## src/rtl/dds_pkg.sv

```systemverilog
// Shared DDS definitions: phase/word widths and the measurement FSM state type.
package dds_pkg;

    localparam int unsigned PHASE_W = 32;
    localparam int unsigned PWORD_W = 11;
    localparam int unsigned PSHIFT  = PHASE_W - PWORD_W;

    typedef enum logic [1:0] {
        IDLE = 2'd0,
        GATE = 2'd1,
        CALC = 2'd2,
        DONE = 2'd3
    } state_t;

    // Phase word that cancels the accumulated phase prod (top PWORD_W bits), modulo 2^PWORD_W.
    function automatic logic [PWORD_W-1:0] phase_from_prod(input logic [PHASE_W-1:0] prod);
        return PWORD_W'(0) - PWORD_W'(prod >> PSHIFT);
    endfunction

endpackage

```

## src/rtl/dds_edge_sync.sv

```systemverilog
// Multi-stage synchronizer for an asynchronous input plus rising-edge detect on the synchronized level.
module dds_edge_sync #(
    parameter int unsigned SYNC_FF = 2
) (
    input  logic clk,
    input  logic rst,
    input  logic d,
    output logic q,
    output logic rise
);

    logic [SYNC_FF-1:0] r_sync;
    logic               r_q_d;

    // Shift the async input through the synchronizer and keep one delayed copy for edge detect.
    always_ff @(posedge clk) begin
        if (rst) begin
            r_sync <= '0;
            r_q_d  <= 1'b0;
        end else begin
            r_sync <= {r_sync[SYNC_FF-2:0], d};
            r_q_d  <= r_sync[SYNC_FF-1];
        end
    end

    assign q    = r_sync[SYNC_FF-1];
    assign rise = r_sync[SYNC_FF-1] & ~r_q_d;

endmodule

```

## src/rtl/dds_freq_meter.sv

```systemverilog
// Square-wave meter: counts synchronized rising edges over a 2^GATE_LOG2-clock gate and recovers
// the DDS tuning word and start-of-gate phase word that would reproduce the measured wave.
module dds_freq_meter
    import dds_pkg::*;
#(
    parameter int unsigned GATE_LOG2 = 10,
    parameter int unsigned SYNC_FF   = 2
) (
    input  logic                 clk,
    input  logic                 rst,
    input  logic                 wave_in,
    input  logic                 start,
    output logic                 busy,
    output logic                 valid,
    output logic [GATE_LOG2-1:0] edge_cnt,
    output logic [PHASE_W-1:0]   k_est,
    output logic [PWORD_W-1:0]   p_est,
    output logic                 no_edge
);

    localparam int unsigned         K_SHIFT   = PHASE_W - GATE_LOG2;
    localparam logic [GATE_LOG2-1:0] GATE_LAST = '1;
    localparam logic [GATE_LOG2-1:0] EDGE_MAX  = '1;

    state_t                 r_state;
    state_t                 w_state_nxt;
    logic [GATE_LOG2-1:0]   r_gate_cnt;
    logic [GATE_LOG2-1:0]   r_edges;
    logic [GATE_LOG2-1:0]   r_dly;
    logic                   r_seen;

    logic                   r_busy;
    logic                   r_valid;
    logic [GATE_LOG2-1:0]   r_edge_cnt;
    logic [PHASE_W-1:0]     r_k_est;
    logic [PWORD_W-1:0]     r_p_est;
    logic                   r_no_edge;

    logic                   w_sync;
    logic                   w_rise;
    logic                   w_edge;
    logic                   w_accept;
    logic [PHASE_W-1:0]     w_k_n;
    logic [PHASE_W-1:0]     w_prod;
    logic [PWORD_W-1:0]     w_p_n;

    dds_edge_sync #(
        .SYNC_FF (SYNC_FF)
    ) u_edge_sync (
        .clk  (clk),
        .rst  (rst),
        .d    (wave_in),
        .q    (w_sync),
        .rise (w_rise)
    );

    assign w_edge   = w_rise & w_sync;
    assign w_accept = (r_state == IDLE) && start;

    // Estimates from the closed gate; only the low PHASE_W bits of the product matter.
    assign w_k_n  = PHASE_W'(r_edges) << K_SHIFT;
    assign w_prod = w_k_n * PHASE_W'(r_dly);
    assign w_p_n  = phase_from_prod(w_prod);

    // State register.
    always_ff @(posedge clk) begin
        if (rst) begin
            r_state <= IDLE;
        end else begin
            r_state <= w_state_nxt;
        end
    end

    // Next-state logic; start is only honoured in IDLE.
    always_comb begin
        w_state_nxt = r_state;
        case (r_state)
            IDLE:    if (start) w_state_nxt = GATE;
            GATE:    if (r_gate_cnt == GATE_LAST) w_state_nxt = CALC;
            CALC:    w_state_nxt = DONE;
            DONE:    w_state_nxt = IDLE;
            default: w_state_nxt = IDLE;
        endcase
    end

    // Gate counter, saturating edge counter and first-edge delay latch.
    always_ff @(posedge clk) begin
        if (rst) begin
            r_gate_cnt <= '0;
            r_edges    <= '0;
            r_dly      <= '0;
            r_seen     <= 1'b0;
        end else if (w_accept) begin
            r_gate_cnt <= '0;
            r_edges    <= '0;
            r_dly      <= '0;
            r_seen     <= 1'b0;
        end else if (r_state == GATE) begin
            r_gate_cnt <= r_gate_cnt + 1'b1;
            if (w_edge) begin
                if (r_edges != EDGE_MAX) begin
                    r_edges <= r_edges + 1'b1;
                end
                if (!r_seen) begin
                    r_seen <= 1'b1;
                    r_dly  <= r_gate_cnt;
                end
            end
        end
    end

    // Status flags follow the next state; results load leaving CALC so they appear with valid.
    always_ff @(posedge clk) begin
        if (rst) begin
            r_busy     <= 1'b0;
            r_valid    <= 1'b0;
            r_edge_cnt <= '0;
            r_k_est    <= '0;
            r_p_est    <= '0;
            r_no_edge  <= 1'b0;
        end else begin
            r_busy  <= (w_state_nxt == GATE) || (w_state_nxt == CALC);
            r_valid <= (w_state_nxt == DONE);
            if (r_state == CALC) begin
                r_edge_cnt <= r_edges;
                r_k_est    <= w_k_n;
                r_p_est    <= w_p_n;
                r_no_edge  <= (r_edges == '0);
            end
        end
    end

    assign busy     = r_busy;
    assign valid    = r_valid;
    assign edge_cnt = r_edge_cnt;
    assign k_est    = r_k_est;
    assign p_est    = r_p_est;
    assign no_edge  = r_no_edge;

endmodule

```

## config.mk

```make
export PLATFORM = sky130hd
export DESIGN_NAME = dds_freq_meter
export DESIGN_NICKNAME = d
export VERILOG_FILES = /design/src/rtl/dds_pkg.sv /design/src/rtl/dds_edge_sync.sv /design/src/rtl/dds_freq_meter.sv
export SDC_FILE = /design/constraint.sdc
export NUM_CORES = 1
export LEC_CHECK = 0
export ABC_AREA = 1
export BUFFER_PORTS_ARGS = -buffer_cell sky130_fd_sc_hd__buf_2
export CORE_ASPECT_RATIO = 1.1
export CORE_MARGIN = 2
export CORE_UTILIZATION = 55
export DETAILED_ROUTE_END_ITERATION = 10
export PLACE_DENSITY = 0.87
export SETUP_SLACK_MARGIN = 0.4
export SYNTH_ARGS = -nofsm -noshare
export SYNTH_HDL_FRONTEND = slang
export SYNTH_SLANG_ARGS = --single-unit
```

## constraint.sdc

```tcl
create_clock -name clk -period 7.2 [get_ports clk]
set_input_delay 0.36 -clock clk [delete_from_list [all_inputs] [get_ports clk]]
set_output_delay 0.36 -clock clk [all_outputs]
set_load 0.02 [all_outputs]
```

* Word-level counts from Yosys, hierarchy flattened
Index checks and enable logic that the tools add are counted. Widths: inputs -> output; s select.
Word-level totals: bits of input ports 4, output and inout port bits 56, logic and storage cells 39, register bits after elaboration 60
Operators by class: reduce and logical (&&, ||, !) cells 8, equal/unequal tests 8, multiply operators 1, bitwise logic cells 4, add/subtract/negate cells 3, muxes and demuxes 3
Operators with widths (number):
- $add 10x1->10 const B | 2
- $sub 1x11->11 const A | 1
- $eq 10x10->1 const B | 1
- $logic_not 10->1 | 1
- $mul 10x10->10 | 1
- $ne 10x10->1 const B | 1
- $eq 2x2->1 const B | 4
- $pmux 2 s4 | 1
- $reduce_and 3->1 | 2
- $eq 2x1->1 const B | 2
- $mux 2 | 2
- $and 1x1->1 | 2
- $logic_not 2->1 | 1
- $not 1->1 | 2
- $reduce_and 2->1 | 1
- $reduce_or 2->1 | 1
- $logic_and 1x1->1 | 1
- $logic_or 1x1->1 | 1

* Longest topological paths before layout
Gate-level depths: netlist of the first run.
word-level depth 5, gate-level depth with buffers 26, mapped depth without buffers 25

* Cells and area by module
A second synthesis of the first run with hierarchy kept.
Second synthesis, totals: cells, all modules 637, area, all modules 4439.3 µm²
Modules (own cells, without submodules):
- dds_freq_meter | sequential area each 1121.1 µm², area an instance 4352.9 µm², cells each 627, times used 1
- dds_edge_sync | sequential area each 60.1 µm², area an instance 86.3 µm², cells each 10, times used 1

* Worst setup path after synthesis of the first run
OpenSTA, ideal clock, no wires.
kind register -> register, start register r_edges[2], end register r_p_est[10] (netlist: p_est[10]), arrival time 4221 ps, buffers on the path 1, cell stages (with the launch flop) 22, required time 7078 ps, path slack 2857 ps, setup time 122 ps, period minus slack after synthesis 4343 ps, path through dfxtp_1 clkbuf_1 nand2_1 fa_1 inv_1 fa_1 ha_1 fa_1 inv_1 fa_1 inv_1 ha_1 a21oi_1 nand4_1 nand2_2 nand3_1 nand2_1 nand2_1 inv_1 nand2_1 nand2_1 a21oi_2
On the way: longest elaborated chain between the ends 2
RTL lines:
- start: declaration | line dds_freq_meter.sv:28 | logic [GATE_LOG2-1:0] r_edges;
- start signal: assignment | line dds_freq_meter.sv:102 | r_edges <= r_edges + 1'b1;
- $mul 10x10->10 | line dds_freq_meter.sv:62 | assign w_prod = w_k_n * PHASE_W'(r_dly);
- $sub 1x11->11 | line dds_pkg.sv:17 | return PWORD_W'(0) - PWORD_W'(prod >> PSHIFT);
- end signal: assignment | line dds_freq_meter.sv:127 | r_p_est <= w_p_n;
- end: declaration | line dds_freq_meter.sv:36 | logic [PWORD_W-1:0] r_p_est;
No other way between the ends. A chain may end at the register's enable or synchronous reset.

* Final worst setup path of the first run
start register r_edges[3], end register r_p_est[10] (netlist: p_est[10])
Same word-level chain as after synthesis.

==> Flow_metrics.wiki, run 1 <==
{| class="wikitable"
! Metric !! Value
|-
| Via density per instance || 5.03
|-
| CP Data Required Time || approximately 7.5 ns
|-
| Critical R2R Launch || r_edges[3]
|-
| Static Leakage || 2.52 nW
|-
| Register clock-pin slew on the reported worst setup and hold paths || roughly 0.07 ns
|-
| Leading cell type in the layout, fill and taps excluded || sky130_fd_sc_hd__nand2_1
|-
| Largest driver fanout on the critical path || 10
|-
| Final setup skew || ~0.014 ns
|-
| Crit end category || flip-flop
|-
| Kind of start point of the critical path || flip-flop
|-
| Peak ir drop on the vdd network || 0.166 mV
|-
| Number of setup violations in the final report || 0
|-
| Post-route setup TNS || 0 ns
|-
| Number of antenna violations at the first check in global routing || 0
|-
| Global-route wire length before repair || about 16000 um
|-
| Start-to-end type of the worst setup path || reg -> reg
|-
| Hold wc startpoint || wave_in
|-
| Number of cell rows || 34
|-
| Maximum frequency from static timing analysis || about 210 MHz
|-
| Residual DRC || 0
|-
| Warnings from Yosys || 0
|-
| Final clock period utilization by the worst path || 0.660
|-
| Number of port buffers || 36
|-
| Area growth syn-to-layout || 4.82%
|-
| Slew @ Worst Pin || about 0.6 ns
|-
| Die X || around 90 um
|-
| Max_cap viols || 0
|-
| Worst flop-to-flop path endpoint || p_est[10]
|-
| Post-route antenna net violation count || 0
|-
| Count of routing violations after the opening detailed-route iteration || about 200
|-
| Area of the placeable core || approximately 8000 um^2
|-
| Count of boundary I/O pins || 60
|-
| Share of final-layout standard cells stronger than drive strength 1 || 0.111
|-
| Hold-critical path endpoint || u_edge_sync.r_sync[0]
|-
| Data arrival time of the critical path || slightly above 5 ns
|-
| EDFF count, synth || 0
|-
| Number of H-tree levels || 3
|-
| Post-layout nets || just over 700
|-
| Dominant register cell in the synthesized netlist || sky130_fd_sc_hd__dfxtp_1
|-
| Number of CTS-inserted buffers || 9
|-
| Final hold viol count || 0
|-
| Global route overflow || 0
|-
| Outcome || finished, final reports clean
|-
| Fraction of registers with async set/reset || 0
|-
| Half-perimeter wire length of the detailed placement result || between 7000 and 8000 um
|-
| Number of diodes || 0
|-
| Gates resized, CTS repair || 0
|-
| Post-detailed-routing wire length || about 9500 um
|-
| Number of cells after detailed placement || around 750
|-
| Via total after detailed routing || around 3.8k
|-
| Clock latency of the later-clocked register in the worst-skew pair || ~0.36 ns
|-
| Synth Cell Area || approximately 4400 um^2
|-
| Number of standard cells after synthesis || approximately 640
|-
| Clock net sink count || just under 60
|-
| PD cells || about 140 nW/um^2
|-
| Number of hold buffers added after cts || 0
|-
| Area of the die || 8810 um^2
|-
| Path depth of the worst reg2reg path || 21
|-
| Placer congestion estimate || 0.914
|-
| Reg2reg setup slack || 2.45 ns
|-
| Synth cell types || 34
|-
| Post-route minimum period || approximately 4.8 ns
|-
| Number of flip-flops and latches in the synthesized netlist || 59
|-
| Worst Hold Path Cells || 3
|-
| Pin count of the biggest net entering global routing || 31
|-
| Post-synthesis area per instance || roughly 7 um^2
|-
| Headroom to the max-slew limit || 0.600
|-
| Count of non-filler cells in the finished layout || 763
|-
| Buffer cell driving the clock tree root || sky130_fd_sc_hd__clkbuf_8
|-
| Sequential fraction of the synthesis area || 0.266
|-
| All-Layer GR Usage || 0.232
|-
| Starting density of the core || 0.564
|-
| Min-Delay Path Class || in -> reg
|-
| Commonest cells after routing, fill and taps aside || 147 x sky130_fd_sc_hd__nand2_1, 108 x sky130_fd_sc_hd__inv_1, 59 x sky130_fd_sc_hd__dfxtp_1
|-
| RSZ-0062 raised after global routing || false
|-
| Vertical die dimension || ~98 um
|-
| Setup bufs post-CTS || 0
|-
| CTS tree || done
|-
| Number of iterations in the first detailed-routing pass || 5
|-
| Post-route core utilization || 0.591
|-
| Bufs on Longest Clock Path || 2
|-
| Max-slew violations || 0
|-
| WL per Instance || 12.4 um
|-
| Via count of the first global-routing pass || between 3k and 4k
|}
cells in the mapped netlist (6+ instances only):
master / n / area [um^2]
sky130_fd_sc_hd__a21oi_1: 38 / 190
sky130_fd_sc_hd__buf_2: 11 / 55.1
sky130_fd_sc_hd__buf_4: 35 / 263
sky130_fd_sc_hd__clkbuf_1: 8 / 30.0
sky130_fd_sc_hd__dfxtp_1: 59 / 1180
sky130_fd_sc_hd__fa_1: 22 / 440
sky130_fd_sc_hd__ha_1: 28 / 350
sky130_fd_sc_hd__inv_1: 108 / 405
sky130_fd_sc_hd__nand2_1: 147 / 552
sky130_fd_sc_hd__nand2_2: 6 / 37.5
sky130_fd_sc_hd__nand3_1: 25 / 125
sky130_fd_sc_hd__nand3b_1: 7 / 52.6
sky130_fd_sc_hd__nand4_1: 9 / 56.3
sky130_fd_sc_hd__nor2_1: 52 / 195
sky130_fd_sc_hd__o21ai_0: 32 / 160
sky130_fd_sc_hd__o21ai_1: 8 / 40.0
sky130_fd_sc_hd__xor2_1: 8 / 70.1
flip-flops by register name (all words and copies together) (netlist names):
register,flops
busy,1
valid,1
r_seen,1
no_edge,1
u_edge_sync.r_sync,2
r_gate_cnt,10
r_state,2
u_edge_sync.r_q_d,1
p_est,10
r_dly,10
r_edges,10
edge_cnt,10
final cells by class:
| cell class | instances | area [um^2] |
|---|---|---|
| Clock buffer | 9 | 124 |
| Clock inverter | 7 | 52.6 |
| Fill cell | 706 | 3220 |
| Inverter | 113 | 424 |
| Multi-Input combinational cell | 429 | 2540 |
| Sequential cell | 59 | 1180 |
| Tap cell | 108 | 135 |
| Timing Repair Buffer | 38 | 195 |
cell families after synthesis:
kind of cell | after synthesis | synth area share
simple gates | 262 | 0.257
buf+inv | 170 | 0.180
compound gates | 83 | 0.0964
flops | 59 | 0.266
fa+ha+maj | 50 | 0.178
xor+xnor | 11 | 0.0217
other cells | 1 | 0.000844
per-stage QoR:
step / area (um^2) / hold slack [ns] / power, W / setup WS (ns)
2_1_floorplan: 4520 / 0.388 / 0.000376 / 2.86
3_3_place_gp: 4480 / 0.396 / 0.000371 / 2.50
3_5_place_dp: 4480 / 0.421 / 0.000372 / 2.42
4_1_cts: 4650 / 0.213 / 0.000639 / 2.43
5_1_grt: 4650 / 0.230 / 0.000658 / 2.19
6_report: 4650 / 0.212 / 0.000637 / 2.45
worst max-delay path by stage:
stage | from | endpoint | slack [ns] | cells past startpoint
CTS | r_edges[3] | p_est[9] | 2.43 | 17
floorplan | r_edges[2] | p_est[10] | 2.86 | 21
global placement | r_edges[3] | p_est[9] | 2.50 | 17
finish | r_edges[3] | p_est[10] | 2.45 | 21
global route | r_edges[3] | p_est[9] | 2.19 | 17
detailed placement | r_edges[3] | p_est[9] | 2.42 | 17
where the power goes:
part / internal [W] / total (W) / leakage, nW / switching (W)
combinational: 0.00000636 / 0.0000322 / 1.96 / 0.0000258
sequential: 0.000329 / 0.000333 / 0.476 / 0.00000393
clock: 0.000126 / 0.000271 / 0.0896 / 0.000145
metal layers:
metal,track usage,part of all wire,up-vias
met5,0,0,-
met4,0.0930,0.026,0
met2,0.409,0.52,106
li1,-,-,1941
met1,0.266,0.41,1770
met3,0.0473,0.046,23
worst max-delay path, stage by stage (launching register included):
cell and delay [ns]:
sky130_fd_sc_hd__dfxtp_1 0.58, sky130_fd_sc_hd__nand2_1 0.15, sky130_fd_sc_hd__fa_1 0.55, sky130_fd_sc_hd__inv_1 0.05
sky130_fd_sc_hd__fa_1 0.45, sky130_fd_sc_hd__ha_1 0.34, sky130_fd_sc_hd__fa_1 0.55, sky130_fd_sc_hd__inv_1 0.06
sky130_fd_sc_hd__fa_1 0.54, sky130_fd_sc_hd__inv_1 0.04, sky130_fd_sc_hd__ha_1 0.35, sky130_fd_sc_hd__a21oi_1 0.29
sky130_fd_sc_hd__nand3_1 0.12, sky130_fd_sc_hd__nand2_1 0.09, sky130_fd_sc_hd__nand2_2 0.09, sky130_fd_sc_hd__nand3_1 0.09
sky130_fd_sc_hd__nand2_1 0.05, sky130_fd_sc_hd__nand2_1 0.07, sky130_fd_sc_hd__inv_1 0.04, sky130_fd_sc_hd__nand2_1 0.04
sky130_fd_sc_hd__nand2_1 0.06, sky130_fd_sc_hd__a21oi_2 0.11
(Power assumes the default switching activity.)
==> inputs of run 2 (changes only) <==
Settings changed: ABC_AREA 1 to 0, CORE_UTILIZATION 55 to 52, PLACE_DENSITY 0.87 to 0.86.
Clock period 7.2 ns to 4.26 ns, I/O delays scaled along.
==> run 2 against run 1 <==
Net effect:
- the flow now finishes with violations (negative setup slack)
- fmax grew 5.7%
- utilization up 4.3 points
- clock power rose by 75%
- power is 69% higher
- die area fell by 0.92%
- global-route usage barely moved
- synthesized cell count shrank 22%
- sequential share of layout area down 1.0 points
- non-clock buffer count rose by 35
- cell count down 14%
- setup slack got worse by 2.7 ns
- count of clock-buffer cells in the layout up 3
- critical endpoint unchanged
- largest power group unchanged
- highest routed layer unchanged
==> Flow_metrics.wiki, run 2 <==
{| class="wikitable"
! Metric !! Value
|-
| Buffer cell driving the clock tree root || sky130_fd_sc_hd__clkbuf_8 (unchanged)
|-
| Violations in the final reports || negative setup slack
|-
| Via density per instance || 5.20 (was 5.03)
|-
| All-Layer GR Usage || 0.231 (was 0.232)
|-
| Number of CTS-inserted buffers || 9 (unchanged)
|-
| EDFF count, synth || 0 (unchanged)
|-
| Pin count of the biggest net entering global routing || 32 (was 31)
|-
| Placer congestion estimate || 0.880 (was 0.914)
|-
| PD cells || 216 nW/um^2 (was 137 nW/um^2)
|-
| Smallest setup slack after layout || -0.236 ns (was 2.45 ns)
|-
| Placed standard-cell area || 4520 um^2 (was 4480 um^2)
|-
| Synth cell types || 46 (was 34)
|-
| Starting density of the core || 0.531 (was 0.564)
|-
| Total design power || 0.00107 W (was 0.000637 W)
|-
| Crit end category || flip-flop (unchanged)
|-
| CP Data Required Time || 4.52 ns (was 7.49 ns)
|-
| Dominant register cell in the synthesized netlist || sky130_fd_sc_hd__dfxtp_1 (unchanged)
|-
| Post-detailed-routing wire length || 9730 um (was 9480 um)
|-
| Cell types occupying the most area after synthesis || sky130_fd_sc_hd__dfxtp_1 28%, sky130_fd_sc_hd__fa_1 11%, sky130_fd_sc_hd__ha_1 8.4% (was sky130_fd_sc_hd__dfxtp_1 27%, sky130_fd_sc_hd__nand2_1 12%, sky130_fd_sc_hd__fa_1 9.9%)
|-
| Half-perimeter wire length of the detailed placement result || 6700 um (was 7340 um)
|-
| Start-to-end type of the worst setup path || reg -> reg (unchanged)
|-
| Number of antenna violations at the first check in global routing || 0 (unchanged)
|-
| Worst setup timing slack at the placement stage || -0.331 ns (was 2.42 ns)
|-
| Post-layout nets || 597 (was 704)
|-
| Synth Cell Area || 4160 um^2 (was 4440 um^2)
|-
| Critical path buffers and inverters || 4 (unchanged)
|-
| Global route hottest layer || met2 (unchanged)
|-
| Number of flip-flops and latches in the synthesized netlist || 59 (unchanged)
|-
| Kind of start point of the critical path || flip-flop (unchanged)
|-
| Via count of the first global-routing pass || 3538 (was 3722)
|-
| Register clock-pin slew on the reported worst setup and hold paths || 0.07 ns (about the same)
|-
| Outcome || finished with violations (was finished, final reports clean)
|-
| Global route overflow || 0 (unchanged)
|-
| Final design area excluding fillers || 4970 um^2 (was 4650 um^2)
|-
| Global Route met2 Usage || 0.420 (was 0.409)
|-
| Max-slew violations || 0 (unchanged)
|-
| Worst Hold Path Cells || 2 (was 3)
|-
| Clock net sink count || 59 (unchanged)
|-
| Yosys top cell area share || 0.284 (was 0.266)
|-
| Via total after detailed routing || 3412 (was 3840)
|-
| Final clock period utilization by the worst path || 1.06 (was 0.660)
|-
| Number of H-tree levels || 3 (unchanged)
|-
| Min-Delay Path Class || in -> reg (unchanged)
|-
| Clock latency of the later-clocked register in the worst-skew pair || 0.36 ns (about the same)
|-
| Bufs on Longest Clock Path || 2 (unchanged)
|-
| Headroom to the max-slew limit || 0.369 (was 0.600)
|-
| Leading cell type in the layout, fill and taps excluded || sky130_fd_sc_hd__nand2_1 (unchanged)
|-
| Number of standard cells after synthesis || 495 (was 636)
|-
| Number of port buffers || 36 (unchanged)
|-
| Maximum frequency from static timing analysis || 222 MHz (was 210 MHz)
|-
| Fill count || 636 (was 706)
|-
| CTS tree || done (unchanged)
|-
| Data arrival time of the critical path || 4.76 ns (was 5.04 ns)
|-
| Count of routing violations after the opening detailed-route iteration || 158 (was 198)
|-
| Number of cell rows || 34 (unchanged)
|-
| Peak ir drop on the vdd network || 0.341 mV (was 0.166 mV)
|-
| Path depth of the worst reg2reg path || 17 (was 21)
|-
| Share of final-layout standard cells stronger than drive strength 1 || 0.266 (was 0.111)
|-
| Final hold viol count || 0 (unchanged)
|-
| Slew @ Worst Pin || 0.946 ns (was 0.600 ns)
|-
| Post-route minimum period || 4.50 ns (was 4.75 ns)
|-
| Post-synthesis area per instance || 8.40 um^2 (was 6.98 um^2)
|-
| Max_cap viols || 0 (unchanged)
|-
| Top cell type by total area after synthesis || sky130_fd_sc_hd__dfxtp_1 (unchanged)
|-
| Global-route track usage on met1 || 0.251 (was 0.266)
|-
| RSZ-0062 raised after global routing || true (was false)
|-
| Area of the die || 8730 um^2 (was 8810 um^2)
|-
| Family with the most delay on the worst path || adder cells (unchanged)
|-
| Largest driver fanout on the critical path || 5 (was 10)
|-
| Delay of the slowest critical-path stage || 0.54 ns (was 0.58 ns)
|-
| Count of non-filler cells in the finished layout || 656 (was 763)
|-
| Number of setup violations in the final report || 4 (was 0)
|-
| Warnings from Yosys || 0 (unchanged)
|-
| Area growth syn-to-layout || 19.5% (was 4.82%)
|-
| Most frequent CP cell || sky130_fd_sc_hd__fa_1 (was sky130_fd_sc_hd__nand2_1)
|-
| Static Leakage || 2.25 nW (was 2.52 nW)
|-
| Count of boundary I/O pins || 60 (unchanged)
|-
| Final setup skew || 0.00741 ns (was 0.0137 ns)
|-
| Die X || 89.3 um (was 89.7 um)
|-
| Fraction of registers with async set/reset || 0 (unchanged)
|-
| Number of iterations in the first detailed-routing pass || 4 (was 5)
|-
| Met3 track demand over resource in global routing || 0.0659 (was 0.0473)
|-
| Commonest cells after routing, fill and taps aside || 71 x sky130_fd_sc_hd__nand2_1, 48 x sky130_fd_sc_hd__dfxtp_1, 42 x sky130_fd_sc_hd__nor2_1 (was 147 x sky130_fd_sc_hd__nand2_1, 108 x sky130_fd_sc_hd__inv_1, 59 x sky130_fd_sc_hd__dfxtp_1)
|-
| Number of cells after detailed placement || 633 (was 747)
|-
| Vertical die dimension || 97.8 um (was 98.2 um)
|-
| Post-route antenna net violation count || 0 (unchanged)
|-
| WL per Instance || 14.8 um (was 12.4 um)
|-
| Critical Path, Cell by Cell || nand2_1, fa_1, inv_1, fa_1, inv_1, fa_1, fa_1, inv_1, fa_1, ha_4, inv_4, nor3_2, a21o_1, a2111oi_4, nand2_1, xnor2_1, a211oi_1 (was nand2_1, fa_1, inv_1, fa_1, ha_1, fa_1, inv_1, fa_1, inv_1, ha_1, a21oi_1, nand3_1, nand2_1, nand2_2, nand3_1, nand2_1, nand2_1, inv_1, nand2_1, nand2_1, a21oi_2)
|-
| Area of the placeable core || 7830 um^2 (was 7870 um^2)
|-
| Most frequently used cell type in the post-synthesis netlist || sky130_fd_sc_hd__nand2_1 (unchanged)
|-
| Sequential fraction of the synthesis area || 0.284 (was 0.266)
|-
| Residual DRC || 0 (unchanged)
|-
| Number of diodes || 0 (unchanged)
|-
| Global-route wire length before repair || 15700 um (was 16100 um)
|-
| Top cells by count, synth || 79 x sky130_fd_sc_hd__nand2_1, 59 x sky130_fd_sc_hd__dfxtp_1, 43 x sky130_fd_sc_hd__nor2_1 (was 147 x sky130_fd_sc_hd__nand2_1, 108 x sky130_fd_sc_hd__inv_1, 59 x sky130_fd_sc_hd__dfxtp_1)
|-
| Total stage count of the critical path || 17 (was 21)
|-
| Slowest CP cell || sky130_fd_sc_hd__fa_1 (was sky130_fd_sc_hd__dfxtp_1)
|}
run 2: final timing paths:
check | start | endpoint | slack (ns)
max | r_dly[2] | p_est[10] | -0.24
min | wave_in | u_edge_sync.r_sync[0] | 0.07
max reg2reg | r_dly[2] | p_est[10] | -0.24
min reg2reg | no_edge | no_edge | 0.45
run 2: through the flow:
stage / hold slack (ns) / util / setup TNS (ns)
2_1_floorplan: 0.341 / - / -0.0733
3_3_place_gp: 0.428 / 0.578 / -0.258
3_5_place_dp: 0.432 / 0.578 / -0.757
4_1_cts: 0.0662 / 0.619 / -0.281
5_1_grt: 0.0830 / 0.635 / -1.29
6_report: 0.0671 / 0.635 / -0.744
run 2: cell families (layout without fill, tap and decap cells):
| group | Yosys count | after routing | share of synthesized area |
|---|---|---|---|
| DFF | 59 | 59 | 0.284 |
| muxes | 11 | 11 | 0.0265 |
| AOI/OAI and AO/OA | 54 | 54 | 0.0813 |
| buffers and inverters | 98 | 129 | 0.122 |
| and+or+nand+nor | 182 | 182 | 0.208 |
| other | 1 | 23 | 0.000902 |
| adders and majority gates | 50 | 50 | 0.190 |
| xor gates and xnor gates | 40 | 40 | 0.0876 |
run 2: metal layers:
layer / vias up / wire length [um] / part of all wire
met2: 100 / 5290 / 0.54
met1: 1656 / 3680 / 0.38
met5: - / 0 / 0
met3: 32 / 462 / 0.047
li1: 1624 / - / -
met4: 0 / 293 / 0.030
run 2: where the power goes:
part	switching [W]	internal, W	leakage (nW)
clock	0.000234	0.000241	0.0884
combinational	0.0000360	0.00000799	1.68
sequential	0.00000348	0.000551	0.484
run 2: area by class of cell:
class,instances,area (um^2),area share
multi-input combinational,360,2800,0.564
sequential,59,1210,0.244
timing repair buffer,73,488,0.0982
clock buffer,12,155,0.0312
inverter,40,153,0.0307
tap,108,135,0.0272
clock inverter,4,25.0,0.00504
run 2: what timing repair did:
action                                  CTS  global route
buffers inserted                          4             3
pin swaps                                19            15
endpoints found under the setup margin    5             5
hold buffers                              0             0
resized for setup                        30            20
hold endpoints to repair                  0             0
==> inputs of run 3 (changes only) <==
Settings changed: CORE_UTILIZATION 52 to 54, CTS_BUF_LIST from default to sky130_fd_sc_hd__clkbuf_8, PLACE_DENSITY 0.86 to 0.89, SKIP_CTS_REPAIR_TIMING from default to 1.
==> run 3 against run 2 <==
Net effect:
- the flow still finishes with violations (negative setup slack)
- non-clock buffer count decreased by 10
- critical path type unchanged
- critical endpoint unchanged
- register-to-register slack better by 0.05 ns
- largest power group unchanged
- sequential share of layout area up 0.91 points
==> Flow_metrics.wiki, run 3 (same netlist as run 2, synthesis figures left out) <==
{| class="wikitable"
! Metric !! Value
|-
| Number of diodes || 0 (unchanged)
|-
| Pin count of the biggest net entering global routing || 32 (unchanged)
|-
| All-Layer GR Usage || 0.223 (was 0.231)
|-
| Number of cells after detailed placement || 626 (was 633)
|-
| Clock net sink count || 59 (unchanged)
|-
| Via count of the first global-routing pass || 3236 (was 3538)
|-
| Slew @ Worst Pin || 0.966 ns (was 0.946 ns)
|-
| Data arrival time of the critical path || 4.70 ns (was 4.76 ns)
|-
| Max-slew violations || 0 (unchanged)
|-
| Post-detailed-routing wire length || 8960 um (was 9730 um)
|-
| Worst setup timing slack at the placement stage || -0.259 ns (was -0.331 ns)
|-
| CTS tree || done (unchanged)
|-
| Post-route antenna net violation count || 0 (unchanged)
|-
| Violations in the final reports || negative setup slack (unchanged)
|-
| Crit end category || flip-flop (unchanged)
|-
| Die X || 87.7 um (was 89.3 um)
|-
| Leading cell type in the layout, fill and taps excluded || sky130_fd_sc_hd__nand2_1 (unchanged)
|-
| Net load switching power || 0.000259 W (was 0.000274 W)
|-
| Share of power burned in registers || 0.498 (was 0.517)
|-
| Residual DRC || 0 (unchanged)
|-
| Path depth of the worst reg2reg path || 18 (was 17)
|-
| Count of non-filler cells in the finished layout || 642 (was 656)
|-
| Placer congestion estimate || 0.816 (was 0.880)
|-
| Static Leakage || 2.19 nW (was 2.25 nW)
|-
| Peak ir drop on the vdd network || 0.227 mV (was 0.341 mV)
|-
| Number of setup violations in the final report || 2 (was 4)
|-
| Number of cell rows || 33 (was 34)
|-
| Min-Delay Path Class || in -> reg (unchanged)
|-
| End point of the critical path || p_est[10] (unchanged)
|-
| Half-perimeter wire length of the detailed placement result || 6630 um (was 6700 um)
|-
| Kind of start point of the critical path || flip-flop (unchanged)
|-
| Register clock-pin slew on the reported worst setup and hold paths || 0.07 ns (about the same)
|-
| Number of port buffers || 36 (unchanged)
|-
| Area growth syn-to-layout || 14.7% (was 19.5%)
|-
| Area of the placeable core || 7470 um^2 (was 7830 um^2)
|-
| Vertical die dimension || 96.0 um (was 97.8 um)
|-
| Count of routing violations after the opening detailed-route iteration || 91 (was 158)
|-
| Critical R2R Launch || r_dly[3] (was r_dly[2])
|-
| Max_cap viols || 0 (unchanged)
|-
| Final setup skew || 0.00896 ns (was 0.00741 ns)
|-
| Post-layout nets || 587 (was 597)
|-
| Post-route minimum period || 4.45 ns (was 4.50 ns)
|-
| Global-route wire length before repair || 14500 um (was 15700 um)
|-
| Starting density of the core || 0.556 (was 0.531)
|-
| Final hold viol count || 0 (unchanged)
|-
| Crit path from || r_dly[3] (was r_dly[2])
|-
| Via density per instance || 5.14 (was 5.20)
|-
| Headroom to the max-slew limit || 0.356 (was 0.369)
|-
| Proportion of power drawn by the clock network || 0.462 (was 0.442)
|-
| Reg2reg setup slack || -0.19 ns (was -0.24 ns)
|-
| Clock latency of the later-clocked register in the worst-skew pair || 0.34 ns (was 0.36 ns)
|-
| Combinational power share || 0.040 (was 0.041)
|-
| Number of antenna violations at the first check in global routing || 0 (unchanged)
|-
| Net switching fraction of the power || 0.232 (was 0.255)
|-
| Smallest setup slack after layout || -0.188 ns (was -0.236 ns)
|-
| CP Data Required Time || 4.51 ns (was 4.52 ns)
|-
| Count of boundary I/O pins || 60 (unchanged)
|-
| Outcome || finished with violations (unchanged)
|-
| Fill count || 589 (was 636)
|-
| RSZ-0062 raised after global routing || true (unchanged)
|-
| Cell-internal power || 0.000858 W (was 0.000800 W)
|-
| Area of the die || 8420 um^2 (was 8730 um^2)
|-
| Share of final-layout standard cells stronger than drive strength 1 || 0.222 (was 0.266)
|-
| Global route overflow || 0 (unchanged)
|-
| WL per Instance || 14.0 um (was 14.8 um)
|-
| Buffer cell driving the clock tree root || sky130_fd_sc_hd__clkbuf_8 (unchanged)
|-
| Number of CTS-inserted buffers || 9 (unchanged)
|-
| PD cells || 234 nW/um^2 (was 216 nW/um^2)
|-
| Final clock period utilization by the worst path || 1.04 (was 1.06)
|-
| Bufs on Longest Clock Path || 2 (unchanged)
|-
| Number of H-tree levels || 3 (unchanged)
|-
| Worst flop-to-flop path endpoint || p_est[10] (unchanged)
|-
| Number of iterations in the first detailed-routing pass || 4 (unchanged)
|-
| Largest driver fanout on the critical path || 6 (was 5)
|-
| Commonest cells after routing, fill and taps aside || 74 x sky130_fd_sc_hd__nand2_1, 48 x sky130_fd_sc_hd__dfxtp_1, 43 x sky130_fd_sc_hd__nor2_1 (was 71 x sky130_fd_sc_hd__nand2_1, 48 x sky130_fd_sc_hd__dfxtp_1, 42 x sky130_fd_sc_hd__nor2_1)
|-
| Via total after detailed routing || 3298 (was 3412)
|-
| Post-route setup TNS || -0.300 ns (was -0.744 ns)
|-
| Maximum frequency from static timing analysis || 225 MHz (was 222 MHz)
|-
| Start-to-end type of the worst setup path || reg -> reg (unchanged)
|}
==> run 3: power groups by stage <==
stage | logic (W) | registers, W | clock network [W]
6_report | 0.0000448 | 0.000556 | 0.000516
5_1_grt | 0.0000497 | 0.000556 | 0.000551
4_1_cts | 0.0000444 | 0.000558 | 0.000526
3_5_place_dp | 0.0000442 | 0.000571 | 0
3_3_place_gp | 0.0000431 | 0.000570 | 0
2_1_floorplan | 0.0000549 | 0.000571 | 0
==> run 3: stage by stage <==
| stage | hold slack, ns | power (W) | cell area (um^2) | utilization |
|---|---|---|---|---|
| 3_3_place_gp | 0.428 | 0.000613 | 4490 | 0.601 |
| 6_report | 0.0898 | 0.00112 | 4770 | 0.638 |
| 2_1_floorplan | 0.341 | 0.000626 | 4410 | - |
| 3_5_place_dp | 0.435 | 0.000615 | 4490 | 0.601 |
| 5_1_grt | 0.0907 | 0.00116 | 4770 | 0.638 |
| 4_1_cts | 0.0773 | 0.00113 | 4690 | 0.628 |
==> run 3: routing by layer <==
metal | up-vias | wire (um) | GRT usage | part of all wire
li1 | 1605 | - | - | -
met1 | 1591 | 3550 | 0.247 | 0.40
met2 | 81 | 4820 | 0.403 | 0.54
met3 | 21 | 422 | 0.0592 | 0.047
met4 | 0 | 166 | 0.0872 | 0.019
met5 | - | 0 | 0 | 0
==> run 3: worst min-delay path by stage <==
| stage | from | to | slack, ns | cells after the start |
|---|---|---|---|---|
| floorplan | wave_in | u_edge_sync.r_sync[0] | 0.34 | 1 |
| global route | wave_in | u_edge_sync.r_sync[0] | 0.09 | 2 |
| CTS | wave_in | u_edge_sync.r_sync[0] | 0.08 | 2 |
| detailed placement | u_edge_sync.r_sync[0] | u_edge_sync.r_sync[1] | 0.43 | 1 |
| finish | wave_in | u_edge_sync.r_sync[0] | 0.09 | 2 |
| global placement | u_edge_sync.r_sync[0] | u_edge_sync.r_sync[1] | 0.43 | 1 |
==> run 3: critical path: stages, from the launching register on <==
cell,delay (ns)
sky130_fd_sc_hd__dfxtp_4,0.38
sky130_fd_sc_hd__buf_4,0.15
sky130_fd_sc_hd__and2_1,0.15
sky130_fd_sc_hd__fa_1,0.44
sky130_fd_sc_hd__ha_1,0.29
sky130_fd_sc_hd__ha_1,0.28
sky130_fd_sc_hd__inv_1,0.05
sky130_fd_sc_hd__fa_1,0.53
sky130_fd_sc_hd__inv_1,0.05
sky130_fd_sc_hd__fa_1,0.48
sky130_fd_sc_hd__ha_4,0.30
sky130_fd_sc_hd__o21ai_2,0.05
sky130_fd_sc_hd__buf_4,0.14
sky130_fd_sc_hd__o21ai_2,0.16
sky130_fd_sc_hd__nand2_2,0.10
sky130_fd_sc_hd__a2111oi_2,0.35
sky130_fd_sc_hd__nand2_1,0.10
sky130_fd_sc_hd__xnor2_1,0.13
sky130_fd_sc_hd__a211oi_1,0.21
==> run 3: layout make-up <==
cell class	instances	area, um^2	share of cell area
repair buffers	63	383	0.0803
multi-input cells	360	2700	0.565
flip-flops and latches	59	1200	0.253
well taps	105	131	0.0275
clock buffers	11	151	0.0317
inverters	40	153	0.0320
clock inverters	4	50.0	0.0105
